<file path="config.mk">
export PLATFORM = sky130hd
export DESIGN_NAME = match_peak_detector_flat
export DESIGN_NICKNAME = d
export VERILOG_FILES = /design/src/rtl/matched_filter_pkg.sv /design/src/rtl/match_peak_detector_if.sv /design/src/rtl/match_peak_detector.sv /design/src/flat_wrapper.sv
export SDC_FILE = /design/constraint.sdc
export NUM_CORES = 1
export LEC_CHECK = 0
export ABC_AREA = 1
export BUFFER_PORTS_ARGS = -buffer_cell sky130_fd_sc_hd__buf_2
export CORE_MARGIN = 2
export CORE_UTILIZATION = 35
export CTS_CLUSTER_SIZE = 8
export DETAILED_ROUTE_END_ITERATION = 10
export HOLD_SLACK_MARGIN = 0.15
export SYNTH_ARGS = -nofsm -noshare
export SYNTH_HDL_FRONTEND = slang
export SYNTH_SLANG_ARGS = --single-unit
</file>
<file path="constraint.sdc">
create_clock -name clk -period 3.6 [get_ports clk]
set_input_delay 0.72 -clock clk [delete_from_list [all_inputs] [get_ports clk]]
set_output_delay 0.72 -clock clk [all_outputs]
set_load 0.005 [all_outputs]
</file>
<file path="src/rtl/matched_filter_pkg.sv">
// Shared types and default widths for the matched-filter datapath.
//   ScoreWidth / IndexWidth : default score and sample-index widths
//   score_t                 : score at the default width
//   state_e                 : peak-detector FSM states
package matched_filter_pkg;

  localparam int unsigned ScoreWidth = 16;
  localparam int unsigned IndexWidth = 16;

  typedef logic [ScoreWidth-1:0] score_t;

  typedef enum logic [1:0] {
    StSearch  = 2'd0,
    StAbove   = 2'd1,
    StReport  = 2'd2,
    StHoldoff = 2'd3
  } state_e;

endpackage

</file>
<file path="src/rtl/match_peak_detector_if.sv">
// Score stream in / detection event out for match_peak_detector.
//   axiiv, axiid, threshold : score valid, score, entry threshold (producer -> detector)
//   axiov, axiod            : one-cycle detection pulse and peak score (detector -> consumer)
//   peak_index              : sample index of the peak
//   timeout_flag            : report was forced by the run-length limit
// modport master: the score producer / event consumer; modport slave: the detector.
interface match_peak_detector_if
  import matched_filter_pkg::*;
#(
  parameter int unsigned MATCH_SCORE_WIDTH = ScoreWidth,
  parameter int unsigned INDEX_WIDTH       = IndexWidth
);

  logic                         axiiv;
  logic [MATCH_SCORE_WIDTH-1:0] axiid;
  logic [MATCH_SCORE_WIDTH-1:0] threshold;
  logic                         axiov;
  logic [MATCH_SCORE_WIDTH-1:0] axiod;
  logic [INDEX_WIDTH-1:0]       peak_index;
  logic                         timeout_flag;

  modport master (
    output axiiv, axiid, threshold,
    input  axiov, axiod, peak_index, timeout_flag
  );

  modport slave (
    input  axiiv, axiid, threshold,
    output axiov, axiod, peak_index, timeout_flag
  );

endinterface

</file>
<file path="src/rtl/match_peak_detector.sv">
// Threshold-with-hysteresis peak detector on the matched-filter score stream.
// Tracks the maximum score of each above-threshold run and reports it once when
// the run ends (score drops below threshold-HYSTERESIS, or MAX_RUN samples),
// then ignores HOLDOFF_SAMPLES valid samples.
//   clk, rst : clock, synchronous active-high reset
//   mpd      : slave side of match_peak_detector_if (score in, event out)
module match_peak_detector
  import matched_filter_pkg::*;
#(
  parameter int unsigned MATCH_SCORE_WIDTH = ScoreWidth,
  parameter int unsigned INDEX_WIDTH       = IndexWidth,
  parameter int unsigned HYSTERESIS        = 16,
  parameter int unsigned HOLDOFF_SAMPLES   = 100,
  parameter int unsigned MAX_RUN           = 255
) (
  input logic                  clk,
  input logic                  rst,
  match_peak_detector_if.slave mpd
);

  localparam int unsigned RunW  = $clog2(MAX_RUN + 1);
  localparam int unsigned HoldW = (HOLDOFF_SAMPLES > 0) ? $clog2(HOLDOFF_SAMPLES + 1) : 1;

  localparam logic [RunW-1:0]              MaxRunC = RunW'(MAX_RUN);
  localparam logic [HoldW-1:0]             HoldC   = HoldW'(HOLDOFF_SAMPLES);
  localparam logic [MATCH_SCORE_WIDTH-1:0] HystC   = MATCH_SCORE_WIDTH'(HYSTERESIS);

  state_e                       state_q, state_d;
  logic [INDEX_WIDTH-1:0]       sample_idx_q, sample_idx_d;
  logic [MATCH_SCORE_WIDTH-1:0] peak_q, peak_d;
  logic [INDEX_WIDTH-1:0]       peak_idx_q, peak_idx_d;
  logic [RunW-1:0]              run_cnt_q, run_cnt_d, run_cnt_inc;
  logic [HoldW-1:0]             hold_cnt_q, hold_cnt_d, hold_cnt_inc;
  logic                         timeout_d;
  logic [MATCH_SCORE_WIDTH-1:0] exit_level;

  logic                         axiov_q;
  logic [MATCH_SCORE_WIDTH-1:0] axiod_q;
  logic [INDEX_WIDTH-1:0]       peak_index_q;
  logic                         timeout_flag_q;

  always_comb begin
    exit_level   = (mpd.threshold > HystC) ? mpd.threshold - HystC : '0;
    run_cnt_inc  = run_cnt_q + 1'b1;
    hold_cnt_inc = hold_cnt_q + 1'b1;

    state_d      = state_q;
    peak_d       = peak_q;
    peak_idx_d   = peak_idx_q;
    run_cnt_d    = run_cnt_q;
    hold_cnt_d   = hold_cnt_q;
    timeout_d    = 1'b0;
    // The index advances on every accepted sample, whatever the state.
    sample_idx_d = mpd.axiiv ? sample_idx_q + 1'b1 : sample_idx_q;

    unique case (state_q)
      StSearch: begin
        if (mpd.axiiv && (mpd.axiid >= mpd.threshold)) begin
          peak_d     = mpd.axiid;
          peak_idx_d = sample_idx_q;
          run_cnt_d  = RunW'(1);
          state_d    = StAbove;
        end
      end
      StAbove: begin
        if (mpd.axiiv) begin
          if (mpd.axiid < exit_level) begin
            // The exiting sample is not a peak candidate.
            state_d = StReport;
          end else begin
            // Strict compare: ties keep the earliest index.
            if (mpd.axiid > peak_q) begin
              peak_d     = mpd.axiid;
              peak_idx_d = sample_idx_q;
            end
            run_cnt_d = run_cnt_inc;
            if (run_cnt_inc == MaxRunC) begin
              state_d   = StReport;
              timeout_d = 1'b1;
            end
          end
        end
      end
      StReport: begin
        // A sample accepted during the report cycle is the first holdoff sample.
        hold_cnt_d = mpd.axiiv ? HoldW'(1) : '0;
        if (HOLDOFF_SAMPLES == 0) begin
          state_d = StSearch;
        end else if (hold_cnt_d == HoldC) begin
          state_d = StSearch;
        end else begin
          state_d = StHoldoff;
        end
      end
      StHoldoff: begin
        if (mpd.axiiv) begin
          hold_cnt_d = hold_cnt_inc;
          if (hold_cnt_inc == HoldC) begin
            state_d = StSearch;
          end
        end
      end
      default: state_d = StSearch;
    endcase
  end

  always_ff @(posedge clk) begin
    if (rst) begin
      state_q        <= StSearch;
      sample_idx_q   <= '0;
      peak_q         <= '0;
      peak_idx_q     <= '0;
      run_cnt_q      <= '0;
      hold_cnt_q     <= '0;
      axiov_q        <= 1'b0;
      axiod_q        <= '0;
      peak_index_q   <= '0;
      timeout_flag_q <= 1'b0;
    end else begin
      state_q      <= state_d;
      sample_idx_q <= sample_idx_d;
      peak_q       <= peak_d;
      peak_idx_q   <= peak_idx_d;
      run_cnt_q    <= run_cnt_d;
      hold_cnt_q   <= hold_cnt_d;
      // REPORT is only entered from ABOVE and lasts one cycle, so the pulse
      // can never be two cycles long.
      axiov_q      <= (state_d == StReport);
      if (state_d == StReport) begin
        axiod_q        <= peak_d;
        peak_index_q   <= peak_idx_d;
        timeout_flag_q <= timeout_d;
      end
    end
  end

  assign mpd.axiov        = axiov_q;
  assign mpd.axiod        = axiod_q;
  assign mpd.peak_index   = peak_index_q;
  assign mpd.timeout_flag = timeout_flag_q;

endmodule

</file>
<file path="src/flat_wrapper.sv">
// flat-port wrapper written by rule: the top's interface ports become plain ports
module match_peak_detector_flat import matched_filter_pkg::*;
#(
  parameter int unsigned MATCH_SCORE_WIDTH = ScoreWidth,
  parameter int unsigned INDEX_WIDTH       = IndexWidth,
  parameter int unsigned HYSTERESIS        = 16,
  parameter int unsigned HOLDOFF_SAMPLES   = 100,
  parameter int unsigned MAX_RUN           = 255
)
  (clk, rst, mpd_axiiv, mpd_axiid, mpd_threshold, mpd_axiov, mpd_axiod, mpd_peak_index, mpd_timeout_flag);
  match_peak_detector_if #(.MATCH_SCORE_WIDTH(MATCH_SCORE_WIDTH), .INDEX_WIDTH(INDEX_WIDTH)) mpd_i ();
  input logic clk;
  input logic rst;
  input wire logic [$bits(mpd_i.axiiv)-1:0] mpd_axiiv;
  input wire logic [$bits(mpd_i.axiid)-1:0] mpd_axiid;
  input wire logic [$bits(mpd_i.threshold)-1:0] mpd_threshold;
  output wire logic [$bits(mpd_i.axiov)-1:0] mpd_axiov;
  output wire logic [$bits(mpd_i.axiod)-1:0] mpd_axiod;
  output wire logic [$bits(mpd_i.peak_index)-1:0] mpd_peak_index;
  output wire logic [$bits(mpd_i.timeout_flag)-1:0] mpd_timeout_flag;
  assign mpd_i.axiiv = mpd_axiiv;
  assign mpd_i.axiid = mpd_axiid;
  assign mpd_i.threshold = mpd_threshold;
  assign mpd_axiov = mpd_i.axiov;
  assign mpd_axiod = mpd_i.axiod;
  assign mpd_peak_index = mpd_i.peak_index;
  assign mpd_timeout_flag = mpd_i.timeout_flag;
  match_peak_detector #(.MATCH_SCORE_WIDTH(MATCH_SCORE_WIDTH), .INDEX_WIDTH(INDEX_WIDTH), .HYSTERESIS(HYSTERESIS), .HOLDOFF_SAMPLES(HOLDOFF_SAMPLES), .MAX_RUN(MAX_RUN)) u_core (.clk(clk), .rst(rst), .mpd(mpd_i));
endmodule
</file>
==> run metrics <==
Die X about 140 µm; Hold Path Class reg2reg; Slowest-stage cell, CP ha_1; first-pass GRT wire length 25200 µm; CP Buf/Inv Count 6; Setup Skew approximately 0.01 ns; CTS tree done; Std-Cell Rows 48; post-CTS setup buffer count 0; Overflow after GRT 0; cell repeated most along the worst path nand2_1; worst hold endpoint u_core.hold_cnt_q[6]; Clock Latency Late Sink 0.36 ns; reg2reg end u_core.mpd.peak_index[14]; routability cong. around 0.85; Worst Setup Start Kind primary input; Core ar. roughly 17000 µm²; met1 Use GR 0.232; max_cap viols 0; gr usage total 0.168; dominant synthesized flop cell dfxtp_1; largest net degree at the start of global routing a little under 80; syn_nets slightly below 1000; Final nets approximately 1100; Worst Max-Slew Pin Slew between 0.8 and 0.9 ns; Clk Tree Root Cell clkbuf_16; CP Capture Type flip-flop; DP Area just under 7000 µm²; First-pass DRT Iterations 5; DR iter-0 viols about 340; DP Wirelength about 11000 µm; global route hottest layer met2; Synth async-reset ratio 0; Area growth, synth to finish 16.9%; met3 Usage GRT 0.0348; Clock transition at path regs about 0.07 ns; FF-to-FF path depth 15; #FFs+latches synth just under 100; Synth area leaders dfxtp_1, ha_1, nand2_1, inv_1, nor2_1; Worst VDD drop a little over 300 µV; DIE HEIGHT 136 µm; cell area after synthesis approximately 6100 µm²; critical-path maximum fanout 26; initial antenna violation count 0; setup tns final 0 ns; met2 GRT Util 0.266; CTS buffer count 9; synth unique cells 33; worst r2r src u_core.peak_q[15]; n_diodes 0; Crit path depth 22; hold depth 2; CP cell instances buf_2, inv_2, nand2_1, nor4_1, buf_4, nand2_1, nor3_1, nand3_1, xor2_1, nand2_1, ha_1, nand4_1, o221a_2, nand2_2, nand2_1, nand2_2, inv_2, buf_12, nor2_1, nor2_1, nand2_1, inv_1; share of the synthesized area in the top cell type 0.327; Final Cell Area a little over 7000 µm²; fin crit share 0.908; Avg WL per Cell roughly 12 µm; die area approximately 18000 µm²; Seq/Total Area, Yosys 0.327; Util after Layout 0.414; H-tree Lvls 3; fin. max-slew vios 0; LEAKAGE roughly 3.3 nW; Crit path max-delay family simple AND/OR/NAND/NOR gates; r2r setup slk roughly 1.2 ns; vias in the first global route between 5000 and 6000; I/O pin cnt just under 70; Synthesis Warnings 0; I/O Buffers 68; Antenna Violating Nets Remaining 0; Avg Synthesized Cell Area ~6.8 µm²; residual DRC count 0; RSZ-0062 raised after global routing no; worst endpoint data arrival time ~3.5 ns; min Tclk post-route around 3.3 ns; WS Path Type in2reg; Vias roughly 5800; Slew HR 0.435; Initial Util 0.354; hold_sp u_core.hold_cnt_q[6]; CP peak stage delay just over 0.3 ns; hold_ws approximately 0.48 ns; post-cts hold buffer count 0; share of layout cells above drive strength 1 0.137; pwr/cell area roughly 390 nW/µm²; top-count cell post-synth nand2_1; post-cts resize count 0; Fmax between 0.3 and 0.4 GHz; Final Hold Viols 0; status finished, final reports clean; clock buffer depth 2; final setup fails 0; post-synth top area cell dfxtp_1; Vias/cell slightly below 5; Gate Count Post-Synth roughly 900; CTS sink count between 90 and 100; worst path required time about 3.9 ns; WL final 14800 µm; Post-synth top cells nand2_1, inv_1, nor2_1; EDFF count, synth 0
## metal layers
metal,up-vias,share of wire
met2,112,0.44
met4,0,0.012
met1,2610,0.51
met3,15,0.043
met5,-,0
li1,3087,-
## cell type report
| cell class | instances | area [µm²] |
|---|---|---|
| fill | 1781 | 10000 |
| multi-input combinational | 635 | 3420 |
| sequential | 99 | 1980 |
| timing repair buffer | 99 | 636 |
| inverter | 127 | 477 |
| tap | 225 | 282 |
| clock buffer | 9 | 225 |
| clock inverter | 7 | 72.6 |
## worst max-delay path by stage
stage	start	end	slack [ns]
floorplan	mpd_threshold[6]	u_core.mpd.peak_index[4]	0.29
global placement	mpd_threshold[6]	u_core.mpd.axiod[13]	0.02
detailed placement	mpd_threshold[6]	u_core.mpd.axiod[2]	-0.01
CTS	mpd_threshold[6]	u_core.mpd.axiod[5]	0.35
global route	mpd_threshold[6]	u_core.mpd.axiod[10]	0.003
finish	mpd_threshold[6]	u_core.mpd.axiod[5]	0.33
## worst min-delay path, cell delays in order (launching register included)
cell	delay (ns)
dfxtp_1	0.32
nand2_1	0.06
a21oi_1	0.05
## cells in the final DEF (no fill, tap or decap), types with 3 or more instances in the layout
master       n
nand2_2      3
a31oi_1     19
o21ai_1     11
clkbuf_16    9
inv_6        3
a211oi_1     3
nor3_1      15
nor4_1       4
nand4_1     22
nand2_1    167
buf_4       26
dfxtp_1     99
buf_12       5
nand3_1     82
a21oi_1     78
inv_1      119
nand3b_1     4
buf_2       68
o21ai_0     28
nor2_1     116
inv_2        6
xor2_1      14
ha_1        53
## cell families (layout without fill, tap and decap cells)
group	count (synthesis)	after routing	synth area share
and+or+nand+nor	423	423	0.305
buffers and inverters	161	242	0.110
AOI/OAI and AO/OA	145	145	0.129
adders and majority gates	53	53	0.109
xor gates and xnor gates	14	14	0.0202
DFF	99	99	0.327
## power breakdown
group          internal [mW]  total [mW]  leakage (nW)  switching [mW]
clock network          0.496       0.987         0.144           0.491
logic                  0.217       0.560          2.33           0.343
registers               1.15        1.19         0.803          0.0394
## through the flow
step	setup slack (ns)	cells	power [mW]
2_1_floorplan	0.286	895	1.59
3_3_place_gp	0.0238	1185	1.77
3_5_place_dp	-0.0126	1185	1.78
4_1_cts	0.350	1201	2.77
5_1_grt	0.00327	1201	2.91
6_report	0.331	1201	2.74
## state kept, by name (all words and copies together), names as in the netlist
name                     flops
u_core.peak_idx_q           16
u_core.mpd.axiov             1
u_core.run_cnt_q             8
u_core.mpd.peak_index       16
u_core.state_q               2
u_core.mpd.axiod            16
u_core.peak_q               16
u_core.hold_cnt_q            7
u_core.sample_idx_q         16
u_core.mpd.timeout_flag      1
No activity file was read; power rests on OpenSTA's default activity.
